$ cat config.mk
export PLATFORM = sky130hd
export DESIGN_NAME = burst_mem_arbiter
export DESIGN_NICKNAME = d
export VERILOG_FILES = /design/src/rtl/burst_mem_arbiter.sv
export SDC_FILE = /design/constraint.sdc
export NUM_CORES = 2
export LEC_CHECK = 0
export CAP_MARGIN = 40
export CORE_AREA = 2 2 497 499
export CTS_BUF_LIST = sky130_fd_sc_hd__clkbuf_8
export DETAILED_ROUTE_END_ITERATION = 10
export DIE_AREA = 0 0 499 501
export PLACE_DENSITY = 0.44
export SETUP_SLACK_MARGIN = 0.2
export SYNTH_ARGS = -nofsm -noshare
export SYNTH_HDL_FRONTEND = slang
export SYNTH_SLANG_ARGS = --single-unit
$ cat constraint.sdc
create_clock -name clk -period 2.4 [get_ports clk]
set_input_delay 0.48 -clock clk [delete_from_list [all_inputs] [get_ports clk]]
set_output_delay 0.48 -clock clk [all_outputs]
set_load 0.01 [all_outputs]
$ cat src/rtl/burst_mem_arbiter.sv
// Round-robin arbiter between I-side and D-side line clients onto a single
// beat-serial burst memory port; reassembles read beats into full lines.
module burst_mem_arbiter #(
   parameter int BEATS  = 4,
   parameter int BEAT_W = 64
) (
   input  logic                      clk,
   input  logic                      rst,
   input  logic                      i_read,
   input  logic                      i_write,
   input  logic [31:0]               i_address,
   input  logic [BEATS*BEAT_W-1:0]   i_wdata,
   output logic [BEATS*BEAT_W-1:0]   i_rdata,
   output logic                      i_resp,
   input  logic                      d_read,
   input  logic                      d_write,
   input  logic [31:0]               d_address,
   input  logic [BEATS*BEAT_W-1:0]   d_wdata,
   output logic [BEATS*BEAT_W-1:0]   d_rdata,
   output logic                      d_resp,
   output logic                      mem_read,
   output logic                      mem_write,
   output logic [31:0]               mem_address,
   output logic [BEAT_W-1:0]         mem_wdata,
   input  logic [BEAT_W-1:0]         mem_rdata,
   input  logic                      mem_resp
);
   localparam int LINE_W = BEATS * BEAT_W;
   localparam int KW     = (BEATS > 1) ? $clog2(BEATS) : 1;

   typedef enum logic [1:0] {IDLE, RD, WR, DONE} state_t;

   state_t            state_reg;
   logic [KW-1:0]     k_reg;
   logic [31:0]       addr_reg;
   logic [LINE_W-1:0] wline_reg;
   logic [LINE_W-1:0] rline_reg;
   logic [LINE_W-1:0] rline_next;
   logic              client_reg;   // 1 = D-side, 0 = I-side
   logic              last_d_reg;   // 1 when D was served most recently
   logic [BEAT_W-1:0] wbeat [BEATS];
   logic              i_req;
   logic              d_req;
   logic              grant_d;
   logic              last_beat;

   // Beat view of the latched write line and the read line with beat k merged in.
   generate
      for (genvar gi = 0; gi < BEATS; gi++) begin : g_beat
         assign wbeat[gi] = wline_reg[gi*BEAT_W +: BEAT_W];
         assign rline_next[gi*BEAT_W +: BEAT_W] =
            (k_reg == KW'(gi)) ? mem_rdata : rline_reg[gi*BEAT_W +: BEAT_W];
      end
   endgenerate

   always_comb begin
      i_req     = i_read | i_write;
      d_req     = d_read | d_write;
      // On a tie the client not served last wins; reset leaves D favoured.
      grant_d   = d_req & (~i_req | ~last_d_reg);
      last_beat = mem_resp && (k_reg == KW'(BEATS - 1));
   end

   always_ff @(posedge clk) begin
      if (rst) begin
         state_reg  <= IDLE;
         k_reg      <= '0;
         addr_reg   <= '0;
         wline_reg  <= '0;
         rline_reg  <= '0;
         client_reg <= 1'b0;
         last_d_reg <= 1'b0;
         i_rdata    <= '0;
         d_rdata    <= '0;
      end else begin
         case (state_reg)
            IDLE: begin
               if (i_req || d_req) begin
                  client_reg <= grant_d;
                  addr_reg   <= grant_d ? d_address : i_address;
                  wline_reg  <= grant_d ? d_wdata : i_wdata;
                  k_reg      <= '0;
                  state_reg  <= (grant_d ? d_write : i_write) ? WR : RD;
               end
            end
            RD: begin
               if (mem_resp) begin
                  rline_reg <= rline_next;
                  k_reg     <= k_reg + KW'(1);
                  if (last_beat) begin
                     k_reg     <= '0;
                     state_reg <= DONE;
                     if (client_reg) d_rdata <= rline_next;
                     else            i_rdata <= rline_next;
                  end
               end
            end
            WR: begin
               if (mem_resp) begin
                  k_reg <= k_reg + KW'(1);
                  if (last_beat) begin
                     k_reg     <= '0;
                     state_reg <= DONE;
                  end
               end
            end
            DONE: begin
               last_d_reg <= client_reg;
               state_reg  <= IDLE;
            end
            default: state_reg <= IDLE;
         endcase
      end
   end

   assign mem_read    = (state_reg == RD);
   assign mem_write   = (state_reg == WR);
   assign mem_address = addr_reg;
   assign mem_wdata   = wbeat[k_reg];
   assign i_resp      = (state_reg == DONE) && !client_reg;
   assign d_resp      = (state_reg == DONE) && client_reg;

endmodule
; Word level (Yosys, flattened, before mapping)
; Index checks and enable logic that the tools add are counted.
; Widths: inputs -> output; s select.
[word_totals]
reg_bits = 1062
elab_cells = 62
[op_classes]
n_reduce_logical = 15
n_lt_le_gt_ge = 1
bitwise_logic = 8
n_addsub = 1
eq_ne = 9
muxes = 19
[ops]
columns = op, n
row1 = $mux 64, 6
row2 = $mux 256, 1
row3 = $bmux 64 s2, 1
row4 = $mux 32, 1
row5 = $mux 2, 7
row6 = $eq 2x2->1 const B, 4
row7 = $reduce_and 4->1, 2
row8 = $pmux 2 s3, 1
row9 = $reduce_and 3->1, 2
row10 = $eq 2x1->1 const B, 2
row11 = $logic_not 2->1, 2
row12 = $ne 2x1->1 const B, 2
row13 = $pmux 2 s2, 1
row14 = $reduce_and 2->1, 2
row15 = $ge 3x3->1 const B, 1
row16 = $logic_and 1x1->1, 3
row17 = $not 1->1, 3
row18 = $not 2->3, 1
row19 = $or 1x1->1, 3
row20 = $add 2x1->2 const B, 1
row21 = $ne 2x2->1 const B, 1
row22 = $reduce_bool 2->1, 1
row23 = $reduce_or 2->1, 1
row24 = $and 1x1->1, 1
row25 = other kinds (3), 3

; Depth between registers and ports, before layout
[depth]
word_depth = 8
ltp_mapped = 10

; Least setup slack after synthesis
; No wires, ideal clock.
[synth_path]
kind = reg2reg
startpoint = reg k_reg[0]
endpoint = reg i_rdata[132]
arrival_time_ps = 2075
synth_period_minus_slack_ps = 2160
n_path_buf = 5
path_stages_with_launch = 10
setup_time_ps = 86
setup_slack_ps = 240
cell_sequence = dfxtp_1 -> clkbuf_1 -> buf_2 -> buf_2 -> inv_1 -> ha_1 -> buf_2 -> buf_2 -> mux2i_1 -> a211oi_1
[synth_between]
elab_chain_cells = 3
elab_cells_between_ends = 5
[synth_rtl]
columns = item, line_no
row1 = start: declaration, 34  ; logic [KW-1:0] k_reg;
row2 = start signal: assignment, 89  ; k_reg <= k_reg + KW'(1);
row3 = start signal: assignment, 100  ; k_reg <= k_reg + KW'(1);
row4 = $eq 2x2->1, 61  ; last_beat = mem_resp && (k_reg == KW'(BEATS - 1));
row5 = $logic_and 1x1->1, 61
row6 = $reduce_and 4->1 (no line), --
row7 = end signal: assignment, 94  ; else i_rdata <= rline_next;
row8 = end: declaration, 13  ; output logic [BEATS*BEAT_W-1:0] i_rdata,
; Parallel ways exist; a longest one is shown, timed or not.
; A chain may end at the register's enable or synchronous reset.

; Worst setup path in the final report
[layout_path]
startpoint = reg k_reg[0]
endpoint = out mem_wdata[58]
[layout_between]
elab_chain_cells = 4
[layout_rtl]
columns = item, line_no
row1 = $not 2->3 (not written as such), 119  ; assign mem_wdata = wbeat[k_reg];
row2 = $bmux 64 s2, 119
row3 = $mux 64 (not written as such) (2 in a row), 119
row4 = end: declaration, 24  ; output logic [BEAT_W-1:0] mem_wdata,
; Every way passes these cells. The select of a mux whose other input is x is not followed.

==> results.txt <==
Status - finished with violations
Violated checks - setup timing
Syn Inst Count - 4906
Rows - 182
Routed Antenna Nets - 0
Top Ports - 1259
Crit path DAT - 2.53 ns
Largest net degree at the start of global routing - 108
Vias per cell - 4.512
RSZ-0062 raised after global routing - true
Most frequent cells in the layout - nand2_1, dfxtp_1, clkdlybuf4s50_1
Vias - 45.32k
Largest family of logic cells by synthesized area - compound AO/OA/AOI/OAI gates
Leak - 28.40 nW
Setup TNS - -33.76 ns
Post-synthesis mux area share - 9.180%
Dpl ws - -0.1128 ns
Crit-path max FO - 5
Hold crit path type - primary input to register
Dpl hpwl - 184.3 mm
Clock buffer depth - 3
Max_cap viols - 0
Compound-Gate Fraction of Synth Area - 19.81%
Placement-stage cell area - 61080 um2
Tcrit/Tclk final - 125.3%
Syn nets - 5563
Clk Latency, worst-skew pair - 1.01 ns
Initial cell density of the core - 17.86%
Fin. max-slew vios - 0
GRT Util Overall - 18.20%
Fillers - 25.23k
Leading cell type in the layout, fill and taps excluded - nand2_1
Die ar. - 250000 um2
Nets - 7298
Global route overflow - 0
Post-synthesis xor/xnor area fraction - 0%
Post-synth EDFFs - 0
Crit Path Category - register to output pin
Worst-Margin Slew - 0.7423 ns
Final wirelength - 264.7 mm
Worst ir drop on vdd - 0.4117 mV
WP data required - 1.92 ns
Initial antenna violation count - 72
Setup ws final - -0.6065 ns
Predominant post-synthesis flop cell - dfxtp_1
Share of cells above drive strength 1 - 35.26%
Async SR Flop Fraction - 0%
Post-Synth Simple-Gate Area - 16.66%
Cell variety after synth - 35
DIE HEIGHT - 501 um
Vias in the first global route - 42.65k
Hold Fails Final Rpt - 0
Core footprint - 244800 um2
Top-area cell type share of the netlist area - 48.62%
Fmax - 332.6 MHz
CTS Sinks - 1062
Cell area power density - 718.8 nW/um2
Clk root buf - clkbuf_8
Final Instance Area - 78030 um2
Largest cells by area after synthesis - dfxtp_1, nand2_1, nor2_1, mux2i_1, a311oi_1
Crit. End Element - output pin
Seq/Total Area, Yosys - 48.62%
Wire length of the first global-routing pass - 327.6 mm
Yosys warns - 0
Worst-path clk slew - 0.07 ns
Total CTS buffers - 196
Die W - 499 um
TritonRoute pass-1 iters - 6
H-tree depth - 4
WL/cell - 26.36 um
Synthesized area - 43720 um2
Area Overhead vs Synth - 78.46%
CTS tree - built
Fin crit period - 3.007 ns
Hold depth - 3
Critical path launch point type - register
Clock Skews - 0.08575 ns
Routability congestion estimate - 0.9056
Port buffer count - 1258
DRC errors left - 0
Post-synthesis adder-cell area fraction - 0.2862%
Reg2reg path depth - 13
Syn avg cell area - 8.912 um2
Top cell type by total area after synthesis - dfxtp_1
#FFs+latches synth - 1062
Final setup vio count - 128
Drt first-iter violations - 2689
Slew margin rel. - 49.10%
## cell type report
cell class / count / area, um2 / area share [%]
multi-input combinational: 3319 / 24440 / 31.32
timing repair buffer: 2057 / 23770 / 30.46
sequential: 1062 / 21500 / 27.55
tap: 3220 / 4029 / 5.163
clock buffer: 243 / 3344 / 4.286
clock inverter: 109 / 845.8 / 1.084
antenna: 29 / 72.57 / 0.09300
inverter: 5 / 33.78 / 0.04329
## power by group
part,total (mW),internal [mW],switching (mW)
sequential,21.7,20.0,1.74
clock,18.6,9.84,8.79
combinational,15.7,7.13,8.61
total,56.1,36.9,19.1
## synth_stat cells, types with 13 or more instances
library cell  count
mux4_2           64
nand2_1        1092
dfxtp_1        1062
buf_4            15
a211oi_1        324
mux2i_1         257
buf_6            13
nor2_1          806
buf_1            26
a311oi_1        288
clkbuf_1        262
a21oi_1         260
buf_2           204
a211oi_2        188
## worst max-delay path, cell delays in order, from the launching register on
cell,delay [ns]
dfxtp_4,0.40
buf_12,0.16
buf_12,0.14
buf_12,0.13
mux4_2,0.57
buf_6,0.18
## metrics by stage
step,cells,power (mW),hold WS [ns],util [%]
floorplan,4906,28.28,0.4357,-
finish,10044,56.09,0.1145,31.87
global route,10033,58.64,0.04223,31.86
detailed placement,9127,35.86,0.4456,24.95
global placement,9127,35.69,0.4404,24.95
CTS,9741,55.53,0.00006617,28.01
## timing repair
| action | 4_1_cts | 5_1_grt |
|---|---|---|
| endpoints found under the setup margin | 948 | 705 |
| gates resized for setup | 1987 | 1242 |
| endpoints found under the hold margin | 184 | 0 |
| cloned | 17 | 119 |
| buffers inserted | 44 | 155 |
| pin swaps | 31 | 449 |
| hold buffers | 201 | 0 |
## worst paths after layout
check	startpoint	to	slack (ns)
worst max-delay path	k_reg[0]$_SDFFE_PP0P_	mem_wdata[58]	-0.61
worst min-delay path	i_wdata[200]	wline_reg[200]$_SDFFE_PP0P_	0.11
worst max register to register	k_reg[0]$_SDFFE_PP0P_	i_rdata[244]$_SDFFE_PP0P_	-0.05
worst min register to register	rline_reg[72]$_SDFFE_PP0P_	rline_reg[72]$_SDFFE_PP0P_	0.45
## cell families (layout without fill, tap and decap cells)
family	after synthesis	after routing
AND/OR/NAND/NOR	1921	1921
adder cells (fa/ha/maj)	10	10
flip-flops	1062	1062
AO/OA/AOI/OAI	1067	1067
buffers and inverters	525	2414
other	0	29
multiplexers	321	321
## layer usage
| metal | GRT usage, % | vias up | wire length [um] |
|---|---|---|---|
| met2 | 31.16 | 1836 | 130000 |
| met5 | 0 | - | 230 |
| met4 | 8.455 | 34 | 12190 |
| met3 | 4.260 | 444 | 16240 |
| li1 | - | 20707 | - |
| met1 | 21.43 | 22300 | 106100 |
Note: power is estimated with default switching activity, not from simulation.
